## src/rtl/tri_csa_acc_pkg.sv

```systemverilog
// Shared definitions for the carry-save accumulator.
//   - state_e     : resolve FSM state, 2-bit, accumulate state encoded as 0
//   - DefWidth    : default operand width
//   - DefAccWidth : default accumulator width
//   - ext_operand : sign/zero extension of an operand held in a wide container
package tri_csa_acc_pkg;

  localparam int unsigned DefWidth    = 32;
  localparam int unsigned DefAccWidth = 40;
  // Container width for ext_operand; accumulator widths must stay below this.
  localparam int unsigned MaxExtWidth = 128;

  typedef enum logic [1:0] {
    StAccum     = 2'd0,
    StResolveLo = 2'd1,
    StResolveHi = 2'd2,
    StDone      = 2'd3
  } state_e;

  // Extends the low w bits of v across the whole container. Mask arithmetic avoids a
  // variable bit-select, so the function stays width-clean for any w.
  function automatic logic [MaxExtWidth-1:0] ext_operand(input logic [MaxExtWidth-1:0] v,
                                                          input int unsigned           w,
                                                          input logic                  sgn);
    logic [MaxExtWidth-1:0] keep_mask;
    logic [MaxExtWidth-1:0] sign_mask;
    logic                   fill;
    sign_mask = MaxExtWidth'(1) << (w - 1);
    keep_mask = (MaxExtWidth'(1) << w) - MaxExtWidth'(1);
    fill      = sgn & (|(v & sign_mask));
    return (v & keep_mask) | ({MaxExtWidth{fill}} & ~keep_mask);
  endfunction

endpackage

```

## src/rtl/tri_csa_acc_row.sv

```systemverilog
// One row of W 3:2 compressor bits.
// Ports:
//   x, y, z : three addends
//   sum     : bitwise sum
//   carry   : majority bits shifted left by one; the MSB carry is dropped (mod 2^W)
module tri_csa_acc_row
  import tri_csa_acc_pkg::*;
#(
  parameter int unsigned W = DefAccWidth
) (
  input  logic [W-1:0] x,
  input  logic [W-1:0] y,
  input  logic [W-1:0] z,
  output logic [W-1:0] sum,
  output logic [W-1:0] carry
);

  logic [W-1:0] maj;
  logic         unused_maj_msb;

  assign sum            = x ^ y ^ z;
  assign maj            = (x & y) | (x & z) | (y & z);
  assign carry          = {maj[W-2:0], 1'b0};
  assign unused_maj_msb = maj[W-1];

endmodule

```

## src/rtl/tri_csa_acc.sv

```systemverilog
// Carry-save accumulator with on-demand carry-propagate readout.
// Each accepted beat folds ext(in_a) and ext(in_b) into the redundant S/C pair through two
// 3:2 rows. A resolve request adds S+C and returns the binary result over valid/ready.
// Build option: TRI_CSA_ACC_SPLIT_CPA_EN defined -> two-cycle split carry-propagate
// (RESOLVE_LO then RESOLVE_HI); undefined -> single full-width add in RESOLVE_LO.
// Ports:
//   clk, rst            : clock, synchronous active-high reset
//   vd, gd              : power/ground pass-through, unused by logic
//   in_valid/in_ready   : operand beat handshake; in_a, in_b operands, in_signed extension mode
//   clear               : zero the accumulator (a coincident beat is loaded alone)
//   res_req, res_clr    : start resolve; res_clr clears the accumulator after the handshake
//   res_valid/res_ready : result handshake; res_data registered result
module tri_csa_acc
  import tri_csa_acc_pkg::*;
#(
  parameter int unsigned WIDTH     = DefWidth,
  parameter int unsigned ACC_WIDTH = DefAccWidth
) (
  input  logic                 clk,
  input  logic                 rst,
  inout  wire                  vd,
  inout  wire                  gd,
  input  logic                 in_valid,
  output logic                 in_ready,
  input  logic [WIDTH-1:0]     in_a,
  input  logic [WIDTH-1:0]     in_b,
  input  logic                 in_signed,
  input  logic                 clear,
  input  logic                 res_req,
  input  logic                 res_clr,
  output logic                 res_valid,
  input  logic                 res_ready,
  output logic [ACC_WIDTH-1:0] res_data
);

  state_e                 state_q, state_d;
  logic [ACC_WIDTH-1:0]   s_q, s_d, c_q, c_d;
  logic [ACC_WIDTH-1:0]   res_data_q, res_data_d;
  logic                   res_clr_q, res_clr_d;

  logic [MaxExtWidth-1:0] a_full, b_full;
  logic [ACC_WIDTH-1:0]   a_ext, b_ext;
  logic [ACC_WIDTH-1:0]   base_s, base_c, s1, c1, s2, c2;
  logic                   unused_rails, unused_ext;

  assign unused_rails = ^{vd, gd};

  assign a_full     = ext_operand(MaxExtWidth'(in_a), WIDTH, in_signed);
  assign b_full     = ext_operand(MaxExtWidth'(in_b), WIDTH, in_signed);
  assign a_ext      = a_full[ACC_WIDTH-1:0];
  assign b_ext      = b_full[ACC_WIDTH-1:0];
  assign unused_ext = ^{a_full[MaxExtWidth-1:ACC_WIDTH], b_full[MaxExtWidth-1:ACC_WIDTH]};

  // Clear feeds zeros into row 1, so clear plus a beat loads the beat alone.
  assign base_s = clear ? '0 : s_q;
  assign base_c = clear ? '0 : c_q;

  tri_csa_acc_row #(.W(ACC_WIDTH)) u_row1 (
    .x    (base_s),
    .y    (base_c),
    .z    (a_ext),
    .sum  (s1),
    .carry(c1)
  );

  tri_csa_acc_row #(.W(ACC_WIDTH)) u_row2 (
    .x    (s1),
    .y    (c1),
    .z    (b_ext),
    .sum  (s2),
    .carry(c2)
  );

  // S/C cannot change outside StAccum, so the resolve adders read them directly.
`ifdef TRI_CSA_ACC_SPLIT_CPA_EN
  localparam int unsigned LoW = (ACC_WIDTH + 1) / 2;
  localparam int unsigned HiW = ACC_WIDTH - LoW;

  logic [LoW:0]   lo_sum;
  logic [HiW-1:0] hi_sum;
  logic [LoW-1:0] lo_q;
  logic           cy_q;

  assign lo_sum = {1'b0, s_q[LoW-1:0]} + {1'b0, c_q[LoW-1:0]};
  assign hi_sum = s_q[ACC_WIDTH-1:LoW] + c_q[ACC_WIDTH-1:LoW] + HiW'(cy_q);

  always_ff @(posedge clk) begin
    if (state_q == StResolveLo) begin
      lo_q <= lo_sum[LoW-1:0];
      cy_q <= lo_sum[LoW];
    end
  end
`else
  logic [ACC_WIDTH-1:0] full_sum;
  assign full_sum = s_q + c_q;
`endif

  always_comb begin
    state_d    = state_q;
    s_d        = s_q;
    c_d        = c_q;
    res_clr_d  = res_clr_q;
    res_data_d = res_data_q;
    case (state_q)
      StAccum: begin
        if (clear) begin
          s_d = '0;
          c_d = '0;
        end
        if (in_valid) begin
          s_d = s2;
          c_d = c2;
        end
        if (res_req) begin
          state_d   = StResolveLo;
          res_clr_d = res_clr;
        end
      end
      StResolveLo: begin
`ifdef TRI_CSA_ACC_SPLIT_CPA_EN
        state_d    = StResolveHi;
`else
        res_data_d = full_sum;
        state_d    = StDone;
`endif
      end
      StResolveHi: begin
`ifdef TRI_CSA_ACC_SPLIT_CPA_EN
        res_data_d = {hi_sum, lo_q};
        state_d    = StDone;
`else
        state_d    = StAccum;
`endif
      end
      StDone: begin
        if (res_ready) begin
          state_d = StAccum;
          if (res_clr_q) begin
            s_d = '0;
            c_d = '0;
          end
        end
      end
    endcase
  end

  always_ff @(posedge clk) begin
    if (rst) begin
      state_q    <= StAccum;
      s_q        <= '0;
      c_q        <= '0;
      res_clr_q  <= 1'b0;
      res_data_q <= '0;
    end else begin
      state_q    <= state_d;
      s_q        <= s_d;
      c_q        <= c_d;
      res_clr_q  <= res_clr_d;
      res_data_q <= res_data_d;
    end
  end

  assign in_ready  = (state_q == StAccum);
  assign res_valid = (state_q == StDone);
  assign res_data  = res_data_q;

endmodule

```

## config.mk

```make
export PLATFORM = sky130hd
export DESIGN_NAME = tri_csa_acc
export DESIGN_NICKNAME = d
export VERILOG_FILES = /design/src/rtl/tri_csa_acc_pkg.sv /design/src/rtl/tri_csa_acc_row.sv /design/src/rtl/tri_csa_acc.sv
export SDC_FILE = /design/constraint.sdc
export NUM_CORES = 1
export LEC_CHECK = 0
export CAP_MARGIN = 20
export CORE_ASPECT_RATIO = 0.8
export CORE_UTILIZATION = 35
export DETAILED_ROUTE_END_ITERATION = 7
export MAX_ROUTING_LAYER = met4
export PLACE_DENSITY_LB_ADDON = 0.15
export SYNTH_ARGS = -nofsm -noshare
export SYNTH_HDL_FRONTEND = slang
export SYNTH_SLANG_ARGS = --single-unit
```

## constraint.sdc

```tcl
create_clock -name clk -period 3.5 [get_ports clk]
set_input_delay 0.525 -clock clk [delete_from_list [all_inputs] [get_ports clk]]
set_output_delay 0.525 -clock clk [all_outputs]
set_load 0.01 [all_outputs]
```

==> results of run 1 <==
[power groups by stage]
stage | combinational [W] | sequential, W | clock (W)
2_1_floorplan | 0.000603 | 0.00158 | 0
6_report | 0.000923 | 0.00157 | 0.00176
5_1_grt | 0.00104 | 0.00158 | 0.00187
3_3_place_gp | 0.000917 | 0.00160 | 0
3_5_place_dp | 0.000923 | 0.00160 | 0
4_1_cts | 0.000931 | 0.00157 | 0.00179
[stage by stage]
step	area (µm²)	utilization, %
floorplan	8630	-
global placement	9940	41.0
detailed placement	9940	41.0
CTS	10500	43.4
global route	10500	43.4
finish	10500	43.4
[synthesized netlist by cell type (2+ instances only)]
master	count	area [µm²]
o31ai_1	2	15.0
dfxtp_1	123	2460
fa_1	78	1560
a22oi_1	79	593
nor2_1	116	435
o22ai_1	2	12.5
mux2_2	3	33.8
a221oi_1	3	26.3
o21bai_1	6	45.0
clkbuf_8	4	55.1
or2_2	3	18.8
o2111ai_1	2	17.5
ha_1	40	500
and3b_1	2	17.5
buf_1	5	18.8
o21ai_0	54	270
o211ai_1	6	45.0
nand3_1	13	65.1
clkbuf_1	44	165
a32o_1	3	30.0
a21oi_1	70	350
a21oi_2	2	17.5
a211oi_1	4	30.0
inv_1	12	45.0
xnor2_1	8	70.1
a31o_2	2	17.5
nand2_1	88	330
a31oi_1	5	31.3
a21boi_0	3	22.5
o21a_1	7	52.6
xor2_1	19	166
a211o_1	2	17.5
or3_1	4	25.0
nand3b_1	2	15.0
a311oi_1	2	17.5
nor2b_1	74	463
and3_1	2	12.5
nor3_1	8	40.0
a21o_1	10	75.1
nand2b_1	5	31.3
and2_1	7	43.8
nand4_1	16	100
[cell families after synthesis]
logic type,count (synthesis)
simple gates,349
buf+inv,70
xor+xnor,27
mux,4
fa+ha+maj,118
compound gates,274
flops,123
[worst max path at each step]
stage | endpoint | slack, ns | cells past startpoint
floorplan | s_q[1] | 0.81 | 8
detailed placement | s_q[39] | 0.59 | 8
CTS | res_data[24] | 0.61 | 9
finish | res_data[24] | 0.57 | 9
global placement | s_q[39] | 0.60 | 8
global route | res_data[24] | 0.45 | 9
[registers in the layout (all words and copies together), names as in the netlist]
signal,cells
state_q,2
c_q,40
s_q,40
res_clr_q,1
res_data,40
[layer usage]
metal	track usage, %	wire (µm)	up-vias
li1	-	-	3583
met1	29.7	12300	3456
met2	25.6	9130	196
met3	3.66	1180	21
met4	4.77	279	0
met5	-	0	-
[critical path: cells and delay by family, from the launching register on]
family	cells	cell delay, ns
AND/OR/NAND/NOR	1	0.19
AO/OA/AOI/OAI	6	1.85
adder cells (fa/ha/maj)	2	0.46
flip-flops	1	0.35
[layout make-up]
cell class	instances	area, µm²
Timing Repair Buffer	125	1210
Clock inverter	11	119
Multi-Input combinational cell	772	5820
Clock buffer	21	460
Fill cell	2457	13700
Inverter	12	45.0
Tap cell	318	398
Sequential cell	123	2460
==> run metrics, run 1 <==
status completed; power per cell area 405 nW/µm²; antenna viol nets, final 0; pin count of the biggest net entering global routing 56; Final Hold Fails 0; commonest cells after routing, fill and taps aside dfxtp_1 (123), nor2_1 (116), clkdlybuf4s50_1 (111), nand2_1 (88), a22oi_1 (79); endpoints left unconstrained 2; clock latency on the worst-skew pair 0.42 ns; max_slew headroom 45.3%; Switching Fraction 30.0%; GPL Wtd Cong 0.847; Yosys reg bits 123; Worst-Margin Slew 0.812 ns; multiplexer share of the synthesized area 0.507%; Root Driver clkbuf_16; Async SR Flop Fraction 0%; CP Max Fanout 6; Post-CTS Resized 0; syn_area_per_cell 8.94 µm²; final hold slack 0.453 ns; Simple-Gate Fraction of Synth Area 19.4%; DR WL/cell 16.6 µm; DP Worst Slack 0.589 ns; placed insts 1350; unique cell type count in the Yosys netlist 67; CTS tree done; worst r2r src s_q[0]; layout cell share with drive strength beyond 1 6.11%; full die area 25300 µm²; EDFF count, synth 0; H-tree depth 4; CP max stage cell a2111o_1; VDD IR-drop max 336 µV; ant diodes 0; clock buffer depth 2; core area 24200 µm²; number of buffers created by CTS 17; Final Skew 0.00525 ns; DRC 0; most common cell after layout, fill and taps aside dfxtp_1; maximum clock rate 341 MHz; initial antenna violation count 0; io pins 116; grt ovf 0; adder-cell area share of the yosys netlist 23.9%; Final TNS setup 0 ns; Port Buffers 113; 1st-pass router iterations 5; largest family of logic cells by synthesized area adder cells; flop-to-flop setup slack 0.57 ns; internal power 0.00298 W; drt first-iter violations 427; Reg power frac 36.9%; Vias 7256; drt total wl 22900 µm; Layout Nets 1243; hold_buf cts 0; Comb pwr share 21.7%; Req. time, crit path 3.81 ns; critical-path cell list ha_1, fa_1, a21oi_2, o221ai_2, nand4_2, a2111o_1, a21oi_1, o21ai_0, a32o_1; Syn. warnings 0; Sink Count 123; WP data arrival 3.24 ns; initial core utilization 35.6%; Hold EP res_data[21]; row cnt 51; Layout Cells excl Fill 1382; max cap viols 0; post-DR vias/cell 5.25; ys flop type dfxtp_1; Net Switching 0.00128 W; vias in the first global route 6845; RSZ-0062 raised after global routing no; Post-Synthesis Cell Area 8630 µm²; Setup Fix Bufs, Post-CTS 0; fin crit share 83.8%; GR Util All Layers 19.4%; clock power share 41.4%; syn_nets 1157; Final min period 2.93 ns; R2R Path End res_data[24]; type of origin of the critical path flip-flop; Final Power 0.00425 W; worst-case reg-to-reg path depth 9; CP Class reg2reg; Worst Setup End Kind flip-flop; post-synthesis cell count 965; Hold Path Depth 2; HP Class reg2reg; Leakage 4.12 nW; Layout Area Growth over Synthesis 21.8%; final setup vio count 0; first-pass GRT wire length 37000 µm; sequential element share of the synthesized area 28.5%; HP Start res_data[21]; delay of the slowest critical-path stage 0.56 ns; Die Ht 142 µm; fin. max-slew vios 0; Post-Synth XOR/XNOR Area 2.74%; CP startpoint s_q[0]; Worst-path clk slew 0.06 ns; setup ws final 0.569 ns; Die W 178 µm; compound-gate portion of the synthesized area 20.9%; DP Wirelength 17500 µm
(Power assumes the default switching activity.)
==> run 2: changes to the inputs <==
clock period = 2.4 ns   (was 3.5 ns; I/O delays follow)
==> run 2 against run 1 <==
Count of clock-buffer cells in the layout grew 3; total power increased by 55%; largest cell class unchanged; the flow now finishes with violations (negative setup slack); critical endpoint is now res_data[36]; maximum frequency increased by 19%; via count rose by 6.5%.
==> run metrics, run 2 (synthesis results as in run 1) <==
status complete, but fails checks (was completed); failing checks negative setup slack; area occupied by registers 2470 µm² (was 2460 µm²); Die W 178 µm (unchanged); grt ovf 0 (unchanged); drt first-iter violations 446 (was 427); DP Wirelength 18100 µm (was 17500 µm); Leakage 4.86 nW (was 4.12 nW); Worst Setup End Kind flip-flop (unchanged); hold_buf cts 0 (unchanged); fin. max-slew vios 0 (unchanged); setup ws final -0.0704 ns (was 0.569 ns); first-pass GRT wire length 38500 µm (was 37000 µm); DP Worst Slack -0.167 ns (was 0.589 ns); Layout Nets 1379 (was 1243); worst r2r src c_q[0] (was s_q[0]); clock latency on the worst-skew pair 0.43 ns (was 0.42 ns); core area 24200 µm² (unchanged); Root Driver clkbuf_16 (unchanged); endpoints left unconstrained 2 (unchanged); multi-input logic area 6160 µm² (was 5820 µm²); drt total wl 23700 µm (was 22900 µm); utilization after layout 49.4% (was 43.4%); VDD IR-drop max 416 µV (was 336 µV); HP Class reg2reg (unchanged); Vias 7728 (was 7256); io pins 116 (unchanged); ant diodes 0 (unchanged); initial core utilization 35.6% (unchanged); worst-case reg-to-reg path depth 9 (unchanged); Final Skew 0.0102 ns (was 0.00525 ns); Final Instance Area 12000 µm² (was 10500 µm²); number of buffers created by CTS 17 (unchanged); Layout Area Growth over Synthesis 38.7% (was 21.8%); H-tree depth 4 (unchanged); layout cell share with drive strength beyond 1 20.1% (was 6.11%); Die Ht 142 µm (unchanged); commonest cells after routing, fill and taps aside buf_4 (142), dfxtp_1 (119), nor2_1 (114), clkdlybuf4s50_1 (111), nand2_1 (88) (was dfxtp_1 (123), nor2_1 (116), clkdlybuf4s50_1 (111), nand2_1 (88), a22oi_1 (79)); Worst-path clk slew 0.06 ns (about the same); flop-to-flop setup slack -0.07 ns (was 0.57 ns); HP Start res_data[27] (was res_data[21]); Fillers 2336 (was 2457); post-DR vias/cell 5.09 (was 5.25); CP startpoint c_q[0] (was s_q[0]); DRC 0 (unchanged); Hold EP res_data[27] (was res_data[21]); GR Util All Layers 20.1% (was 19.4%); max_slew headroom 38.8% (was 45.3%); RSZ-0062 raised after global routing yes (was no); R2R Path End res_data[36] (was res_data[24]); Final min period 2.47 ns (was 2.93 ns); type of origin of the critical path flip-flop (unchanged); Final Power 0.00659 W (was 0.00425 W); Final Hold Fails 0 (unchanged); Area after DPL 11000 µm² (was 9940 µm²); Worst-Margin Slew 0.915 ns (was 0.812 ns); full die area 25300 µm² (unchanged); clock buffer depth 2 (unchanged); Sink Count 123 (unchanged); pin count of the biggest net entering global routing 102 (was 56); Hold Path Depth 2 (unchanged); row cnt 51 (unchanged); Port Buffers 113 (unchanged); max cap viols 0 (unchanged); power per cell area 550 nW/µm² (was 405 nW/µm²); WP data arrival 2.78 ns (was 3.24 ns); 1st-pass router iterations 5 (unchanged); fin crit share 103% (was 83.8%); antenna viol nets, final 0 (unchanged); maximum clock rate 405 MHz (was 341 MHz); GPL Wtd Cong 0.867 (was 0.847); Req. time, crit path 2.71 ns (was 3.81 ns); vias in the first global route 7418 (was 6845); CP Max Fanout 3 (was 6); final setup vio count 3 (was 0); most common cell after layout, fill and taps aside buf_4 (was dfxtp_1); initial antenna violation count 0 (unchanged); CTS tree done (unchanged); CP Class reg2reg (unchanged); DR WL/cell 15.6 µm (was 16.6 µm)
-- run 2: cell types whose count changed in the layout (fill, tap and decap cells not counted), sizes merged --
cell      delta
clkinvlp     +1
inv          +1
buf        +136
clkbuf       +3
clkinv       -5
-- run 2: area by class of cell --
class,instances,share of cell area [%]
multi-input cells,772,51.4
repair buffers,261,19.2
clock inverters,8,0.888
clock buffers,24,4.19
well taps,318,3.32
flip-flops and latches,123,20.6
inverters,12,0.376
-- run 2: report_power, final --
group	switching [W]	internal, W	leakage, nW
sequential	0.000116	0.00218	1.00
clock	0.000983	0.00167	0.293
combinational	0.000825	0.000815	3.57
-- run 2: worst max-delay path by stage --
| stage | end | slack (ns) |
|---|---|---|
| finish | res_data[36] | -0.07 |
| global route | res_data[36] | -0.18 |
| CTS | res_data[36] | -0.10 |
| detailed placement | s_q[39] | -0.17 |
| global placement | s_q[39] | -0.15 |
| floorplan | s_q[39] | 0.01 |
-- run 2: critical path, cell delays in order, from the launching register on --
cell and delay, ns:
dfxtp_2 0.35, ha_4 0.14, fa_2 0.23, a21oi_4 0.08, o221ai_4 0.19, nand4_2 0.15, a2111o_1 0.47, a2111oi_4 0.40
o21ai_1 0.10, a32o_1 0.25
-- run 2: what timing repair did --
| action | in CTS | in global routing |
|---|---|---|
| gates resized for setup | 18 | 49 |
| endpoints found under the setup margin | 11 | 18 |
| hold endpoints to repair | 0 | 0 |
| setup buffers | 1 | 3 |
| pin swaps | 11 | 20 |
-- run 2: metrics by stage --
| step | cells | hold slack [ns] | TNS (ns) |
|---|---|---|---|
| 6_report | 1518 | 0.452 | -0.201 |
| 5_1_grt | 1518 | 0.459 | -0.927 |
| 4_1_cts | 1515 | 0.452 | -0.383 |
| 3_5_place_dp | 1482 | 0.448 | -2.19 |
| 3_3_place_gp | 1482 | 0.439 | -1.79 |
| 2_1_floorplan | 965 | 0.437 | 0 |
-- run 2: metal layers --
layer / vias up / part of all wire [%] / global-route usage, %
li1: 3849 / - / -
met1: 3669 / 53 / 30.1
met2: 185 / 41 / 27.5
met3: 25 / 4.8 / 3.18
met4: 0 / 1.2 / 4.99
met5: - / 0 / -
